`src/rtl/pipe_ctrl_if.sv`:
```
// Pipeline control bundle: per-stage stall requests and the MEM exception inputs flowing in,
// plus the stall/flush/redirect controls and perf counters flowing back to the pipeline.
interface pipe_ctrl_if;
  logic        stallreq_if;
  logic        stallreq_id;
  logic        stallreq_ex;
  logic        stallreq_mem;
  logic        mem_inst_valid;
  logic [1:0]  mem_excepttype;
  logic [31:0] csr_eentry;
  logic [31:0] csr_era;
  logic [5:0]  stall;
  logic        flush;
  logic [31:0] new_pc;
  logic        mem_cancel;
  logic [31:0] perf_stall_cycles;
  logic [15:0] perf_flush_count;

  // Pipeline side: raises requests, consumes controls.
  modport master (
    output stallreq_if, stallreq_id, stallreq_ex, stallreq_mem,
    output mem_inst_valid, mem_excepttype, csr_eentry, csr_era,
    input  stall, flush, new_pc, mem_cancel, perf_stall_cycles, perf_flush_count
  );

  // Controller side.
  modport slave (
    input  stallreq_if, stallreq_id, stallreq_ex, stallreq_mem,
    input  mem_inst_valid, mem_excepttype, csr_eentry, csr_era,
    output stall, flush, new_pc, mem_cancel, perf_stall_cycles, perf_flush_count
  );
endinterface

```
`src/rtl/pipe_ctrl.sv`:
```
// Central pipeline controller: merges stall requests and turns MEM exceptions into a one-cycle
// flush with a latched redirect PC. Define PIPE_CTRL_PERF_EN to build the perf counters.
module pipe_ctrl #(
  parameter logic [31:0] RESET_PC = 32'h1c000000
) (
  input  logic       clk,
  input  logic       rst,
  pipe_ctrl_if.slave bus
);

  typedef enum logic {
    IDLE  = 1'b0,
    FLUSH = 1'b1
  } state_e;

  state_e      state_q, state_d;
  logic [31:0] target_q, target_d;
  logic [5:0]  stall_mask;
  logic [5:0]  stall;
  logic        flush;
  logic        mem_cancel;
  logic        accept;

  // Higher stages' masks are supersets of lower ones, so the OR lets the highest requester win.
  always_comb begin
    // NOTE: every always_comb output gets a default first so no path can infer a latch.
    stall_mask = 6'b000000;
    if (bus.stallreq_if)  stall_mask = stall_mask | 6'b000111;
    if (bus.stallreq_id)  stall_mask = stall_mask | 6'b001111;
    if (bus.stallreq_ex)  stall_mask = stall_mask | 6'b011111;
    if (bus.stallreq_mem) stall_mask = stall_mask | 6'b111111;
  end

  always_comb begin
    state_d    = state_q;
    target_d   = target_q;
    stall      = stall_mask;
    flush      = 1'b0;
    mem_cancel = 1'b0;
    accept     = 1'b0;
    case (state_q)
      IDLE: begin
        // A stalled MEM instruction is not yet committed, so its exception waits for release.
        accept = bus.mem_inst_valid && (bus.mem_excepttype != 2'b00) && !bus.stallreq_mem;
        if (accept) begin
          state_d    = FLUSH;
          target_d   = (bus.mem_excepttype == 2'b10) ? bus.csr_era : bus.csr_eentry;
          mem_cancel = 1'b1;
        end
      end
      FLUSH: begin
        state_d    = IDLE;
        stall      = 6'b000000;
        flush      = 1'b1;
        mem_cancel = 1'b1;
      end
    endcase
  end

  always_ff @(posedge clk) begin
    // NOTE: sequential state uses non-blocking assignments; reset here is synchronous, active-high.
    if (rst) begin
      state_q  <= IDLE;
      target_q <= RESET_PC;
    end else begin
      state_q  <= state_d;
      target_q <= target_d;
    end
  end

  assign bus.stall      = stall;
  assign bus.flush      = flush;
  assign bus.new_pc     = target_q;
  assign bus.mem_cancel = mem_cancel;

`ifdef PIPE_CTRL_PERF_EN
  logic [31:0] perf_stall_q, perf_stall_d;
  logic [15:0] perf_flush_q, perf_flush_d;

  // Both counters saturate rather than wrap.
  always_comb begin
    perf_stall_d = perf_stall_q;
    perf_flush_d = perf_flush_q;
    if ((stall != 6'b000000) && (perf_stall_q != '1)) perf_stall_d = perf_stall_q + 32'd1;
    if (flush && (perf_flush_q != '1))                perf_flush_d = perf_flush_q + 16'd1;
  end

  always_ff @(posedge clk) begin
    if (rst) begin
      perf_stall_q <= '0;
      perf_flush_q <= '0;
    end else begin
      perf_stall_q <= perf_stall_d;
      perf_flush_q <= perf_flush_d;
    end
  end

  assign bus.perf_stall_cycles = perf_stall_q;
  assign bus.perf_flush_count  = perf_flush_q;
`else
  assign bus.perf_stall_cycles = 32'd0;
  assign bus.perf_flush_count  = 16'd0;
`endif

endmodule

```
`src/flat_wrapper.sv`:
```
// flat-port wrapper written by rule: the top's interface ports become plain ports
module pipe_ctrl_flat 
#(
  parameter logic [31:0] RESET_PC = 32'h1c000000
)
  (clk, rst, bus_stallreq_if, bus_stallreq_id, bus_stallreq_ex, bus_stallreq_mem, bus_mem_inst_valid, bus_mem_excepttype, bus_csr_eentry, bus_csr_era, bus_stall, bus_flush, bus_new_pc, bus_mem_cancel, bus_perf_stall_cycles, bus_perf_flush_count);
  pipe_ctrl_if bus_i ();
  input  logic clk;
  input  logic rst;
  input wire logic [$bits(bus_i.stallreq_if)-1:0] bus_stallreq_if;
  input wire logic [$bits(bus_i.stallreq_id)-1:0] bus_stallreq_id;
  input wire logic [$bits(bus_i.stallreq_ex)-1:0] bus_stallreq_ex;
  input wire logic [$bits(bus_i.stallreq_mem)-1:0] bus_stallreq_mem;
  input wire logic [$bits(bus_i.mem_inst_valid)-1:0] bus_mem_inst_valid;
  input wire logic [$bits(bus_i.mem_excepttype)-1:0] bus_mem_excepttype;
  input wire logic [$bits(bus_i.csr_eentry)-1:0] bus_csr_eentry;
  input wire logic [$bits(bus_i.csr_era)-1:0] bus_csr_era;
  output wire logic [$bits(bus_i.stall)-1:0] bus_stall;
  output wire logic [$bits(bus_i.flush)-1:0] bus_flush;
  output wire logic [$bits(bus_i.new_pc)-1:0] bus_new_pc;
  output wire logic [$bits(bus_i.mem_cancel)-1:0] bus_mem_cancel;
  output wire logic [$bits(bus_i.perf_stall_cycles)-1:0] bus_perf_stall_cycles;
  output wire logic [$bits(bus_i.perf_flush_count)-1:0] bus_perf_flush_count;
  assign bus_i.stallreq_if = bus_stallreq_if;
  assign bus_i.stallreq_id = bus_stallreq_id;
  assign bus_i.stallreq_ex = bus_stallreq_ex;
  assign bus_i.stallreq_mem = bus_stallreq_mem;
  assign bus_i.mem_inst_valid = bus_mem_inst_valid;
  assign bus_i.mem_excepttype = bus_mem_excepttype;
  assign bus_i.csr_eentry = bus_csr_eentry;
  assign bus_i.csr_era = bus_csr_era;
  assign bus_stall = bus_i.stall;
  assign bus_flush = bus_i.flush;
  assign bus_new_pc = bus_i.new_pc;
  assign bus_mem_cancel = bus_i.mem_cancel;
  assign bus_perf_stall_cycles = bus_i.perf_stall_cycles;
  assign bus_perf_flush_count = bus_i.perf_flush_count;
  pipe_ctrl #(.RESET_PC(RESET_PC)) u_core (.clk(clk), .rst(rst), .bus(bus_i));
endmodule
```
`config.mk`:
```
export PLATFORM = sky130hd
export DESIGN_NAME = pipe_ctrl_flat
export DESIGN_NICKNAME = d
export VERILOG_FILES = /design/src/rtl/pipe_ctrl_if.sv /design/src/rtl/pipe_ctrl.sv /design/src/flat_wrapper.sv
export SDC_FILE = /design/constraint.sdc
export NUM_CORES = 1
export LEC_CHECK = 0
export BUFFER_PORTS_ARGS = -buffer_cell sky130_fd_sc_hd__buf_2
export CORE_MARGIN = 2
export CORE_UTILIZATION = 40
export CTS_CLUSTER_DIAMETER = 100
export DETAILED_ROUTE_END_ITERATION = 7
export GPL_TIMING_DRIVEN = 0
export PLACE_DENSITY = 0.91
export SKIP_LAST_GASP = 1
export SYNTH_ARGS = -nofsm -noshare
export SYNTH_HDL_FRONTEND = slang
export SYNTH_SLANG_ARGS = --single-unit
export TNS_END_PERCENT = 30
```
`constraint.sdc`:
```
create_clock -name clk -period 1.6 [get_ports clk]
set_clock_uncertainty 0.05 [all_clocks]
set_input_delay 0.32 -clock clk [delete_from_list [all_inputs] [get_ports clk]]
set_output_delay 0.32 -clock clk [all_outputs]
set_load 0.01 [all_outputs]
```
==> metrics.txt <==
mean cell area of the mapped netlist=11.5 um2; Filler cells=between 400 and 500; endpoint required time on the critical path=~1.2 ns; clock latency reported for the late side of the worst-skew pair=0.28 ns; final design utilization=61.8%; routability cong.=0.775; vias per cell=between 4 and 5; TritonCTS clock tree=yes; total I/O pin count=161; number of sinks handled by clock tree synthesis=33; ANT cells=0; area of placed instances=0.00286 mm2; unique cell type count in the Yosys netlist=21; # H-tree levels=2; post-route cell area=around 0.0030 mm2; Port Buffers=112; post-layout power=2.21 mW; Hold-fix buffers, CTS=0; result of the run=complete, no violations; post-synthesis instance area=0.00204 mm2; Layout Area Growth over Synthesis=45.9%; total global routing overflow=0; Leakage=1.60 nW; detailed-route wire length=4.75 mm; post-route met1 wirelength=1.71 mm; Tightest Hold Check Type=input pin to flop; number of antenna violations at the first check in global routing=0; vertical extent of the die=75.4 um; register share of total power=between 40% and 50%; Final HPWL DP=3.98 mm; initial core utilization=42.4%; minimum clock period after layout=1.52 ns; drt first-iter violations=36; worst voltage drop across the vdd grid=roughly 0.4 mV; Max Used Layer=met4; Met3 Routed Length=467 um; detailed-routing iteration count for the pre-antenna-repair pass=4; clk root buf=clkbuf_8; row count=25; setup repair after global routing missed its margin=false; total routing resource utilization after global routing=16.4%; total number of nets in the final design=416; area taken by multi-input logic gates=~0.0010 mm2; DRC=0; number of buffers inserted during clock tree synthesis=5; Horiz. Die Dim=75.4 um; max-cap violations=0; fraction of final layout cells with drive strength greater than 1=62.2%; average wire per standard cell=11.6 um; hold path start=bus_csr_eentry[1]; total via count in the routed design=approximately 1700; Setup-failing EPs final=0; ratio of total power to cell area=about 740 mW/mm2; core area=a little under 0.005 mm2; met2 wire length=2.54 mm; Yosys warnings=0; Final Hold Violating Endpoints=0; Internal Pwr Total=~1.6 mW; Final Max Tran Viols=0; startpoint types=flop; sequential share of the synthesized area=32.4%; number of storage elements in the synthesis netlist=33; maximum count of clock buffers along a single path=2; part of the cycle the worst path needs=94.9%; setup ws final=0.0823 ns; largest net degree at the start of global routing=13; Clock Power Share=35.6%; number of setup buffers added after CTS=0; die footprint=between 0.005 and 0.006 mm2; Crit. End Element=output pin; combinational share of power=between 20% and 30%; remaining antenna violation count after routing=0; reported net switching power=602 uW; Worst Setup Path Type=flop to output pin; crit-path max FO=8; arrival time reported for the critical path endpoint=1.15 ns; Synth Instances=177; startpoint of the worst-slack reg-to-reg timing path=u_core.state_q; switching power as a share of total power=a little over a quarter; area used by sequential logic in the layout=around 660 um2; launch point of the critical path=u_core.state_q; pre-CTS setup slack=-0.100 ns; wire length of the first global-routing pass=approximately 7 mm; Max Fclk=about 660 MHz; number of global-route vias before repair=1659; CTS clk-pin slew, worst paths=0.07 ns
-- stage by stage --
| step | hold WS (ns) | std cells | TNS (ns) |
|---|---|---|---|
| after floorplan | 0.419 | 224 | 0 |
| after global placement | 0.380 | 403 | -0.613 |
| after detailed placement | 0.389 | 403 | -0.835 |
| after CTS | 0.272 | 411 | 0 |
| after global routing | 0.283 | 411 | 0 |
| final | 0.277 | 411 | 0 |
-- power by group through the flow --
| stage | Combinational, mW | Clock [mW] | Sequential, mW |
|---|---|---|---|
| 6_report | 0.532 | 0.787 | 0.892 |
| 5_1_grt | 0.582 | 0.839 | 0.897 |
| 4_1_cts | 0.529 | 0.804 | 0.893 |
| 3_5_place_dp | 0.529 | 0 | 0.910 |
| 3_3_place_gp | 0.517 | 0 | 0.909 |
| 2_1_floorplan | 0.337 | 0 | 0.929 |
-- area by class of cell --
type	instances	share of cell area, %
Sequential cell	33	22.2
Tap cell	67	2.82
Timing Repair Buffer	112	18.8
Clock buffer	5	2.31
Multi-Input combinational cell	124	35.1
Inverter	6	0.756
Clock inverter	3	1.55
Buffer	61	16.5
-- registers in the layout, indices dropped and copies added, names as in the netlist --
signal / count
u_core.bus.new_pc: 32
u_core.state_q: 1
-- worst paths after layout --
| path | to | slack [ns] | cells past startpoint |
|---|---|---|---|
| worst min-delay path | u_core.bus.new_pc[1] | 0.28 | 3 |
| worst max register to register | u_core.bus.new_pc[14] | 0.12 | 4 |
| worst max-delay path | bus_stall[1] | 0.08 | 3 |
| worst min register to register | u_core.bus.new_pc[27] | 0.40 | 2 |
-- worst max-delay path, stage by stage (launching register included) --
cell and delay [ns]:
dfxtp_1 0.38, a21oi_1 0.23, buf_4 0.15, buf_2 0.11
-- synthesized netlist by cell type --
cell type | n | area, um2
o31a_1 | 1 | 8.76
buf_6 | 2 | 22.5
buf_1 | 1 | 3.75
o21bai_1 | 1 | 7.51
inv_2 | 1 | 3.75
dfxtp_1 | 33 | 661
mux2_2 | 1 | 11.3
buf_4 | 51 | 383
buf_2 | 4 | 20.0
nor2_1 | 4 | 15.0
a2bb2oi_1 | 3 | 26.3
o2bb2ai_2 | 29 | 435
buf_12 | 3 | 60.1
nand2b_4 | 1 | 13.8
mux2i_1 | 29 | 290
inv_1 | 5 | 18.8
a21oi_1 | 2 | 10.0
mux2_1 | 2 | 22.5
or4_4 | 1 | 11.3
nor2b_1 | 2 | 12.5
conb_1 | 1 | 3.75
-- what timing repair did --
action                                  in CTS  in global routing
resized for setup                            0                  1
endpoints found under the hold margin        0                  0
endpoints found under the setup margin       0                 10
-- layout by cell type, fill, tap and decap left out, types with 2 or more instances in the layout --
| cell | Yosys | final |
|---|---|---|
| buf_2 | 4 | 116 |
| buf_4 | 51 | 51 |
| conb_1 | 1 | 48 |
| dfxtp_1 | 33 | 33 |
| mux2i_1 | 29 | 29 |
| o2bb2ai_2 | 29 | 29 |
| inv_1 | 5 | 5 |
| clkbuf_8 | 0 | 5 |
| nor2_1 | 4 | 4 |
| buf_12 | 3 | 3 |
| a2bb2oi_1 | 3 | 3 |
| a21oi_1 | 2 | 2 |
| nor2b_1 | 2 | 2 |
| buf_6 | 2 | 2 |
| mux2_1 | 2 | 2 |
-- per-layer routing --
layer  up-vias  global-route usage, %
li1        856                      -
met4         0                   7.02
met2        96                   30.1
met3         2                   4.50
met5         -                      0
met1       775                   17.6
-- cell families after synthesis --
kind of cell / Yosys count / share of synthesized area (%)
AND/OR/NAND/NOR: 8 / 2.57
AO/OA/AOI/OAI: 36 / 23.9
multiplexers: 32 / 15.9
buffers and inverters: 67 / 25.1
flip-flops: 33 / 32.4
other: 1 / 0.184
Note: power is estimated with default switching activity, not from simulation.
